File: src/rtl/mmu_mem_arbiter.sv
// Shares the single memory port between the PTW, data and fetch requesters.
// One transaction in flight; fixed priority PTW > data > inst with a fetch starvation guard.
module mmu_mem_arbiter #(
    parameter int STARVE_LIMIT = 4,
    parameter int TIMEOUT      = 255
) (
    input  logic        clk,
    input  logic        rst,
    input  logic        ptw_req,
    input  logic        d_req,
    input  logic        i_req,
    input  logic [63:0] ptw_addr,
    input  logic [63:0] d_addr,
    input  logic [63:0] i_addr,
    input  logic        d_we,
    input  logic [63:0] d_wdata,
    input  logic [2:0]  d_width,
    output logic        ptw_gnt,
    output logic        d_gnt,
    output logic        i_gnt,
    output logic        ptw_rvalid,
    output logic        d_rvalid,
    output logic        i_rvalid,
    output logic [63:0] rdata,
    output logic        err,
    output logic        mem_req,
    output logic        mem_we,
    output logic [63:0] mem_addr,
    output logic [63:0] mem_wdata,
    output logic [2:0]  mem_width,
    input  logic        mem_ack,
    input  logic [63:0] mem_rdata,
    output logic        busy
);

    typedef enum logic {IDLE, BUSY} state_t;

    localparam logic [1:0] OWN_NONE = 2'd0;
    localparam logic [1:0] OWN_PTW  = 2'd1;
    localparam logic [1:0] OWN_D    = 2'd2;
    localparam logic [1:0] OWN_I    = 2'd3;
    localparam logic [3:0] SL       = 4'(STARVE_LIMIT);
    localparam logic [7:0] TMO_LAST = 8'(TIMEOUT - 1);

    state_t      state_q, state_d;
    logic [1:0]  owner_q, owner_d;
    logic [3:0]  starve_q, starve_d;
    logic [7:0]  tmo_q, tmo_d;
    logic        mem_req_q, mem_req_d;
    logic        mem_we_q, mem_we_d;
    logic [63:0] mem_addr_q, mem_addr_d;
    logic [63:0] mem_wdata_q, mem_wdata_d;
    logic [2:0]  mem_width_q, mem_width_d;
    logic [63:0] rdata_q, rdata_d;
    logic        err_q, err_d;
    logic [2:0]  rvalid_q, rvalid_d;  // {inst, data, ptw}
    logic [1:0]  win;

    always_comb begin
        state_d     = state_q;
        owner_d     = owner_q;
        starve_d    = starve_q;
        tmo_d       = tmo_q;
        mem_req_d   = mem_req_q;
        mem_we_d    = mem_we_q;
        mem_addr_d  = mem_addr_q;
        mem_wdata_d = mem_wdata_q;
        mem_width_d = mem_width_q;
        rdata_d     = rdata_q;
        err_d       = 1'b0;
        rvalid_d    = 3'b000;
        win         = OWN_NONE;

        case (state_q)
            IDLE: begin
                if (ptw_req)                      win = OWN_PTW;
                else if (i_req && starve_q == SL) win = OWN_I;
                else if (d_req)                   win = OWN_D;
                else if (i_req)                   win = OWN_I;

                if (win != OWN_NONE) begin
                    state_d     = BUSY;
                    mem_req_d   = 1'b1;
                    owner_d     = win;
                    tmo_d       = 8'd0;
                    mem_we_d    = 1'b0;
                    mem_wdata_d = 64'd0;
                    case (win)
                        OWN_PTW: begin
                            mem_addr_d  = ptw_addr;
                            mem_width_d = 3'b011;
                        end
                        OWN_D: begin
                            mem_addr_d  = d_addr;
                            mem_width_d = d_width;
                            mem_we_d    = d_we;
                            mem_wdata_d = d_wdata;
                        end
                        default: begin
                            mem_addr_d  = i_addr;
                            mem_width_d = 3'b010;
                        end
                    endcase
                    // Fetch losing an arbitration it was present for counts towards the guard.
                    if (win == OWN_I)
                        starve_d = 4'd0;
                    else if (i_req && starve_q < SL)
                        starve_d = starve_q + 4'd1;
                end
            end
            BUSY: begin
                if (mem_ack || tmo_q == TMO_LAST) begin
                    state_d   = IDLE;
                    mem_req_d = 1'b0;
                    rdata_d   = mem_ack ? mem_rdata : 64'd0;
                    err_d     = ~mem_ack;
                    case (owner_q)
                        OWN_PTW: rvalid_d = 3'b001;
                        OWN_D:   rvalid_d = 3'b010;
                        OWN_I:   rvalid_d = 3'b100;
                        default: rvalid_d = 3'b000;
                    endcase
                end else begin
                    tmo_d = tmo_q + 8'd1;
                end
            end
            default: state_d = IDLE;
        endcase

        // Grants are combinational, so mask them while reset is held.
        ptw_gnt = ~rst & (win == OWN_PTW);
        d_gnt   = ~rst & (win == OWN_D);
        i_gnt   = ~rst & (win == OWN_I);
    end

    always_ff @(posedge clk or posedge rst) begin
        if (rst) begin
            state_q     <= IDLE;
            owner_q     <= OWN_NONE;
            starve_q    <= 4'd0;
            tmo_q       <= 8'd0;
            mem_req_q   <= 1'b0;
            mem_we_q    <= 1'b0;
            mem_addr_q  <= 64'd0;
            mem_wdata_q <= 64'd0;
            mem_width_q <= 3'd0;
            rdata_q     <= 64'd0;
            err_q       <= 1'b0;
            rvalid_q    <= 3'b000;
        end else begin
            state_q     <= state_d;
            owner_q     <= owner_d;
            starve_q    <= starve_d;
            tmo_q       <= tmo_d;
            mem_req_q   <= mem_req_d;
            mem_we_q    <= mem_we_d;
            mem_addr_q  <= mem_addr_d;
            mem_wdata_q <= mem_wdata_d;
            mem_width_q <= mem_width_d;
            rdata_q     <= rdata_d;
            err_q       <= err_d;
            rvalid_q    <= rvalid_d;
        end
    end

    assign busy       = (state_q == BUSY);
    assign mem_req    = mem_req_q;
    assign mem_we     = mem_we_q;
    assign mem_addr   = mem_addr_q;
    assign mem_wdata  = mem_wdata_q;
    assign mem_width  = mem_width_q;
    assign rdata      = rdata_q;
    assign err        = err_q;
    assign ptw_rvalid = rvalid_q[0];
    assign d_rvalid   = rvalid_q[1];
    assign i_rvalid   = rvalid_q[2];

endmodule

File: config.mk
export PLATFORM = sky130hd
export DESIGN_NAME = mmu_mem_arbiter
export DESIGN_NICKNAME = d
export VERILOG_FILES = /design/src/rtl/mmu_mem_arbiter.sv
export SDC_FILE = /design/constraint.sdc
export NUM_CORES = 1
export LEC_CHECK = 0
export BUFFER_PORTS_ARGS = -buffer_cell sky130_fd_sc_hd__buf_2
export CORE_AREA = 2 2 207 209
export CTS_BUF_LIST = sky130_fd_sc_hd__clkbuf_2 sky130_fd_sc_hd__clkbuf_4 sky130_fd_sc_hd__clkbuf_8
export DETAILED_ROUTE_END_ITERATION = 6
export DIE_AREA = 0 0 209 211
export SYNTH_ARGS = -nofsm -noshare
export SYNTH_HDL_FRONTEND = slang
export SYNTH_SLANG_ARGS = --single-unit
File: constraint.sdc
create_clock -name clk -period 8.45 [get_ports clk]
set_input_delay 0.4225 -clock clk [delete_from_list [all_inputs] [get_ports clk]]
set_output_delay 0.4225 -clock clk [all_outputs]
set_load 0.02 [all_outputs]
==> metrics.txt, run 1 <==
worst min path class in -> reg; Sinks on Clock Net between 200 and 250; worst-margin pin slew between 0.9 and 1 ns; maximum level of the CTS H-tree 2; number of synthesized register bits 216; FILL cells 4377; Distinct cells, synth 36; layout cells sized above 1 slightly above 40%; max cap viols 0; syn nets between 1000 and 1500; detailed placement HPWL 25.2 mm; critical path, cell by cell inv_1 > ha_1 > nand2b_1 > o21ai_0 > a21o_1 > inv_1 > ha_4 > buf_4 > a22oi_1 > nor2_1 > a21oi_1 > o21ai_0; Max Clock Skew 0.0220 ns; Antenna Nets Post-Route 0; PwrDens ~320 nW/um2; CTS Buf Count 42; endpoints failing hold 0; Reg clk slew, reported paths approximately 0.060 ns; Slew Viols, Final 0; FF+latch area 5410 um2; synthesis-to-layout area growth 42.4%; clk_lat worst skew 0.58 ns; Synth Area in Compound Gates between 20% and 30%; simple-gate share of the synthesized area 13.1%; WS Path Type reg -> reg; RSZ-0062 raised after global routing false; Syn Inst Count between 900 and 1000; DR iter-0 viols just under 500; post-CTS setup buffers 0; Worst slew margin a little under two fifths; Worst Path Required ~8.9 ns; Setup TNS Final 0 ns; Multi-input gate area 3550 um2; CTS tree built; yosys warns 0; PortBufs between 500 and 600; Critical Path AT ~3.8 ns; drt wl/cell 16.8 um; Routed WL approximately 34 mm; gpl congestion around 0.85; status completed; Mapped Area ~9400 um2; overall fraction of global-route tracks in use 15.2%; Initial Util between 20% and 30%; Buf/Inv on CP 3; grt ovf 0; Core Area ~42000 um2; endpoint class of the critical path register; cell row count 75; Seq/Total Area, Yosys between 50 and 60%; die area around 44000 um2; # DRC 0; first-pass GRT wire length slightly above 50 mm; root buf cell clkbuf_8; final hold slack 0.0825 ns; number of global-route vias before repair a little over 9000; largest family of logic cells by synthesized area compound AO/OA/AOI/OAI gates; mux share of post-synthesis cell area less than 1%; Max Clk Rate 304 MHz; # nets final 1814; adder-cell area share of the yosys netlist less than 1%; Vias around 9100; vias per inst roughly 4.5; largest fanout on the critical path 75; CTS Buffer Depth 3; largest net degree at the start of global routing 190; Resized Gates After CTS 0; period utilization 39.0%; Worst setup SP type register; Synth Area in XOR/XNOR 0%; initial antenna violation count 8; drt pass-1 iters 4; CP top delay family buffers and inverters; die height between 200 and 250 um; CP max-delay cell buf_4; chip width around 210 um; slowest cell delay on critical path approximately 0.74 ns; min cycle time layout roughly 3.3 ns; Max IR drop VDD 0.175 mV; Mean Syn Cell Area 9.64 um2; Leakage between 6 and 7 nW; Final setup viols 0; I/O Pins approximately 540
[worst reg2reg max path, stage by stage, from the launching register on]
cell and delay [ns]:
dfrtp_1 0.35, inv_1 0.07, ha_1 0.20, nand2b_1 0.09, o21ai_0 0.11, a21o_1 0.25
inv_1 0.13, ha_4 0.56, buf_4 0.80, a22oi_1 0.30, nor2_1 0.13, a21oi_1 0.05
o21ai_0 0.17
[layer usage]
metal	up-vias	GRT usage [%]	wire, um
met4	8	6.33	1040
met5	-	0	57
li1	4406	-	-
met2	426	26.6	16900
met1	4210	17.2	13700
met3	68	4.62	2700
[Yosys cell counts]
cell type  count  share of area (%)
ha_1           6               0.80
nand2b_1       2               0.13
buf_6         10                1.2
buf_2         17               0.91
a31o_2         1              0.094
o21ai_1       61                3.3
or2_4          1              0.094
and4b_1        1               0.11
and3_1         2               0.13
o31ai_2        1               0.13
inv_1          9               0.36
clkbuf_1      47                1.9
nand2_1      207                8.3
buf_1          7               0.28
a21oi_1       69                3.7
or3_1          1              0.067
a31oi_1        2               0.13
or2_0          1              0.067
nor2_1        72                2.9
nand4_1        2               0.13
a22o_1        64                6.0
dfrtp_1      216                 58
mux2i_1        4               0.43
nor3_1         3               0.16
a21o_1         3               0.24
o211a_1        1               0.11
nand3_1        4               0.21
and2_1         3               0.20
o21ai_0       79                4.2
and4_1         1              0.094
nor3b_1        4               0.32
o31a_1         1              0.094
a22oi_1       64                5.1
a211oi_1       1              0.080
a32o_1         1               0.11
or2_2          2               0.13
[area by class of cell]
class	instances	area share (%)
tap	539	5.06
timing repair buffer	545	20.8
multi-input combinational	664	26.7
clock buffer	65	6.10
clock inverter	9	0.413
antenna	1	0.0188
inverter	9	0.310
sequential	216	40.6
[stage by stage]
| step | setup slack [ns] | area (um2) | power, mW | util (%) | instances |
|---|---|---|---|---|---|
| floorplan | 2.12 | 9360 | 2.65 | - | 970 |
| global placement | 5.31 | 12400 | 3.25 | 29.7 | 1969 |
| detailed placement | 5.19 | 12400 | 3.27 | 29.7 | 1969 |
| CTS | 5.20 | 13300 | 4.41 | 31.9 | 2047 |
| global route | 4.76 | 13300 | 4.61 | 31.9 | 2047 |
| finish | 5.16 | 13300 | 4.32 | 31.9 | 2048 |
[report_power, final]
part           switching [mW]  internal (mW)
combinational            1.09          0.546
clock                   0.468          0.614
sequential              0.205           1.40
total                    1.77           2.56
[registers in the layout (all words and copies together), names as in the netlist, 2 cells and up]
name / flops
starve_q: 4
mem_width: 3
tmo_q: 8
rdata: 64
rvalid_q: 3
mem_addr: 64
mem_wdata: 64
owner_q: 2
[logic make-up after synthesis]
| logic type | count (synthesis) |
|---|---|
| DFF | 216 |
| muxes | 4 |
| buffers and inverters | 90 |
| adders and majority gates | 6 |
| and+or+nand+nor | 306 |
| AOI/OAI and AO/OA | 348 |
[worst paths after layout]
path                              startpoint            end  slack, ns  depth (start not counted)
min in group asynchronous                rst   mem_addr[57]       0.54                          3
max in group asynchronous                rst    starve_q[1]       6.52                          4
worst min-delay path             d_wdata[30]  mem_wdata[30]       0.08                          3
worst max-delay path             starve_q[0]    mem_addr[9]       5.16                         12
worst max register to register   starve_q[0]    mem_addr[9]       5.16                         12
worst min register to register  mem_addr[39]   mem_addr[39]       0.47                          2
[layout by cell type, fill, tap and decap left out, drive strengths merged, types with 6 or more instances in the layout]
cell,instances
clkinv,6
nor2,72
o21ai,140
buf,541
inv,11
ha,6
nand2,207
dfrtp,216
a22o,64
a21oi,69
clkbuf,65
a22oi,64
[repair_timing]
item | in CTS | in global routing
hold endpoints to repair | 86 | 0
endpoints found under the setup margin | 0 | 0
hold buffers | 4 | 0
(Power assumes the default switching activity.)
==> run 2, diff against run 1 <==
Settings changed: ABC_AREA set to 1, CORE_AREA 2 2 207 209 to 2 2 205 207, DIE_AREA 0 0 209 211 to 0 0 207 209.
Clock period 8.45 ns to 2.6 ns, I/O delays scaled along.
==> metrics.txt, run 2 <==
# DRC 0 (unchanged); Tot Pwr 15.4 mW (+260%); # nets final 2453 (+35%); Net Sw Frac 42.5% (+1.6 points); Critical Path Start starve_q[0]; Worst setup SP type register; initial antenna violation count 6 (-2); end point of the critical path mem_addr[5]; Max Clk Rate 392 MHz (+29%); placed inst area 13400 um2 (+7.9%); I/O Pins 535 (unchanged); global-route met1 utilization 22.4% (+5.2 points); status completed; P_int 8.88 mW (+250%); FILL cells 3957 (-9.6%); Setup WS pre-CTS 0.423 ns (-4.77 ns); Leakage 9.97 nW (+44%); CP max-delay cell dlygate4sd3_1; PwrDens 874 nW/um2 (+170%); Synth Area in Compound Gates 6.27% (-17 points); Clock Power Share 22.7% (-2.3 points); detailed placement HPWL 27.5 mm (+8.9%); first-pass GRT wire length 66.7 mm (+28%); simple-gate share of the synthesized area 34.3% (+21 points); Switching Power 6.55 mW (+270%); Sinks on Clock Net 216 (unchanged); yosys warns 0 (unchanged); Reg2Reg Capture Point mem_addr[5]; Critical Path AT 3.00 ns (-0.77 ns); Slew Viols, Final 0 (unchanged); number of synthesized register bits 216 (unchanged); max cap viols 0 (unchanged); Buf/Inv on CP 5 (+2); largest fanout on the critical path 8 (-89%); largest net degree at the start of global routing 84 (-56%); Syn Inst Count 1268 (+31%); root buf cell clkbuf_8; most frequent cells in the layout nand2_1 (675), buf_2 (534), dlygate4sd3_1 (313); global-route layer with the greatest usage met2; Crit path depth 14 (+2); Vias 12500 (+37%); Primary FF master, synth dfrtp_1; worst min path class in -> reg; Multi-input gate area 4220 um2 (+19%); met2 Resource Use GR 31.2% (+4.6 points); met3 Use GR 5.91% (+1.3 points); synthesis-to-layout area growth 75.6%; vias per inst 4.63 (+4.1%); maximum level of the CTS H-tree 2 (unchanged); gpl congestion 0.877 (+2.9%); CTS Buf Count 40 (-4.8%); mux share of post-synthesis cell area 0% (-0.43 points); drt pass-1 iters 5 (+1); Routed WL 45.0 mm (+31%); Distinct cells, synth 21 (-42%); Setup TNS Final 0 ns (unchanged); cell row count 75 (unchanged); Mean Syn Cell Area 7.93 um2 (-18%); grt ovf 0 (unchanged); Synth area leader dfrtp_1; FF+latch area 5410 um2 (about the same); syn nets 1604 (+23%); number of global-route vias before repair 12700 (+38%); CTS tree built; Worst Path Required 3.05 ns (-5.88 ns); Final setup viols 0 (unchanged); slowest cell delay on critical path 0.57 ns (-0.17 ns); drt wl/cell 16.7 um (-0.35%); Max Clock Skew 0.0204 ns (-0.00160 ns); clk_lat worst skew 0.58 ns (about the same); DR iter-0 viols 1009 (+110%); Worst Reg2Reg Path Length in Cells 14 (+2); Core Area 41300 um2 (-1.1%); overall fraction of global-route tracks in use 19.2% (+4.0 points); endpoint class of the critical path register; adder-cell area share of the yosys netlist 0.746% (-0.056 points); endpoints failing hold 0 (unchanged); worst-margin pin slew 0.727 ns (-0.207 ns); Synth Area in XOR/XNOR 0.174% (+0.17 points); Max IR drop VDD 0.520 mV (+200%); critical path, cell by cell inv_2 > ha_4 > nand4_1 > nand3_2 > inv_2 > ha_4 > buf_12 > clkbuf_16 > a22o_1 > dlygate4sd3_1 > nand2_1 > nand2_1 > nand2_1 > nand2_1; cell mode on critical path nand2_1; largest family of logic cells by synthesized area simple AND/OR/NAND/NOR gates; CTS Buffer Depth 3 (unchanged); die area 43300 um2 (-1.9%); period utilization 98.2% (+59 points); Post-synth ARST share 100% (unchanged); flop2flop setup slack 0.05 ns (-5.11 ns); WS Path Type reg -> reg; CP top delay family buffers and inverters; largest cells by area after synthesis dfrtp_1 (54%), nand2_1 (25%), nand3_1 (7.1%); register share of total power 34.3% (-2.8 points); Synth top area share 53.7% (-4.0 points); Initial Util 24.4% (+2.0 points); most common cell in the netlist nand2_1; chip width 207 um (-0.96%); RR Startpoint starve_q[0]; Worst slew margin 51.5% (+14 points); Synth top cells by count nand2_1 (675), dfrtp_1 (216), nand3_1 (143), a22o_1 (64), clkbuf_1 (37); layout cells sized above 1 31.5% (-9.9 points); min cycle time layout 2.55 ns (-0.742 ns); Antenna Nets Post-Route 0 (unchanged); Reg clk slew, reported paths 0.06 ns (about the same); combinational fraction of design power 42.9% (+5.0 points); PortBufs 534 (unchanged); leading cell type in the layout, fill and taps excluded nand2_1; die height 209 um (-0.95%); post-route setup slack 0.0479 ns (-5.11 ns); Seq/Total Area, Yosys 53.7% (-4.0 points); Mapped Area 10100 um2 (+7.5%); Post-synth EDFFs 0 (unchanged); Design Area, Final 17700 um2 (+33%)
## run 2: changes by cell type in the layout (fill, tap and decap cells not counted), sizes merged, moves of 64 or more
cell | before | now
nand3 | 4 | 143
dlygate4sd3 | 4 | 313
nand2 | 207 | 688
o21ai | 140 | 7
a21oi | 69 | 5
a22oi | 64 | 0
## run 2: final cells by class
| type | instances | area share, % |
|---|---|---|
| timing repair buffer | 893 | 36.2 |
| sequential | 216 | 30.6 |
| multi-input combinational | 941 | 23.9 |
| clock buffer | 59 | 4.17 |
| tap | 539 | 3.82 |
| clock inverter | 12 | 0.652 |
| inverter | 25 | 0.567 |
| antenna | 4 | 0.0567 |
## run 2: cell families after synthesis
group,Yosys count
and+or+nand+nor,856
DFF,216
buffers and inverters,111
AOI/OAI and AO/OA,77
adders and majority gates,6
xor gates and xnor gates,2
## run 2: how the worst min path moves through the flow
| stage | start | slack (ns) | cells after the start | endpoint |
|---|---|---|---|---|
| after floorplan | d_wdata[0] | 0.27 | 2 | mem_wdata[0] |
| after global placement | rst | 0.13 | 2 | err |
| after detailed placement | rst | 0.13 | 2 | err |
| after CTS | ptw_addr[61] | 0.01 | 6 | mem_addr[61] |
| after global routing | d_addr[17] | 0.04 | 6 | mem_addr[17] |
| final | d_addr[17] | 0.0007 | 6 | mem_addr[17] |
## run 2: worst min-delay path, delay by kind of cell
kind	cells	cell delay, ns
AND/OR/NAND/NOR	4	0.19
AO/OA/AOI/OAI	1	0.14
buffers and inverters	1	0.07
## run 2: stage by stage
| step | cells | util (%) | hold WS, ns |
|---|---|---|---|
| detailed placement | 2284 | 32.4 | 0.127 |
| finish | 2689 | 42.8 | 0.000736 |
| global placement | 2284 | 32.4 | 0.127 |
| CTS | 2673 | 42.2 | 0.0139 |
| global route | 2689 | 42.8 | 0.0416 |
| floorplan | 1268 | - | 0.271 |
## run 2: repair_timing
| item | in CTS | in global routing |
|---|---|---|
| hold buffers | 318 | 0 |
| setup endpoints to repair | 0 | 45 |
| gates resized for setup | 0 | 9 |
| hold endpoints to repair | 369 | 0 |
| setup buffers | 0 | 9 |
## run 2: power by group through the flow
| stage | clock network [mW] | logic, mW | registers, mW |
|---|---|---|---|
| 2_1_floorplan | 0 | 2.25 | 6.64 |
| 3_3_place_gp | 0 | 5.96 | 5.28 |
| 3_5_place_dp | 0 | 6.04 | 5.30 |
| 4_1_cts | 3.64 | 6.48 | 5.28 |
| 5_1_grt | 3.80 | 7.17 | 5.43 |
| 6_report | 3.51 | 6.62 | 5.30 |
## run 2: layer usage
layer	up-vias	routed length [um]
met1	5768	17700
met4	2	2330
met3	171	4170
met2	763	20700
met5	-	13
li1	5754	-
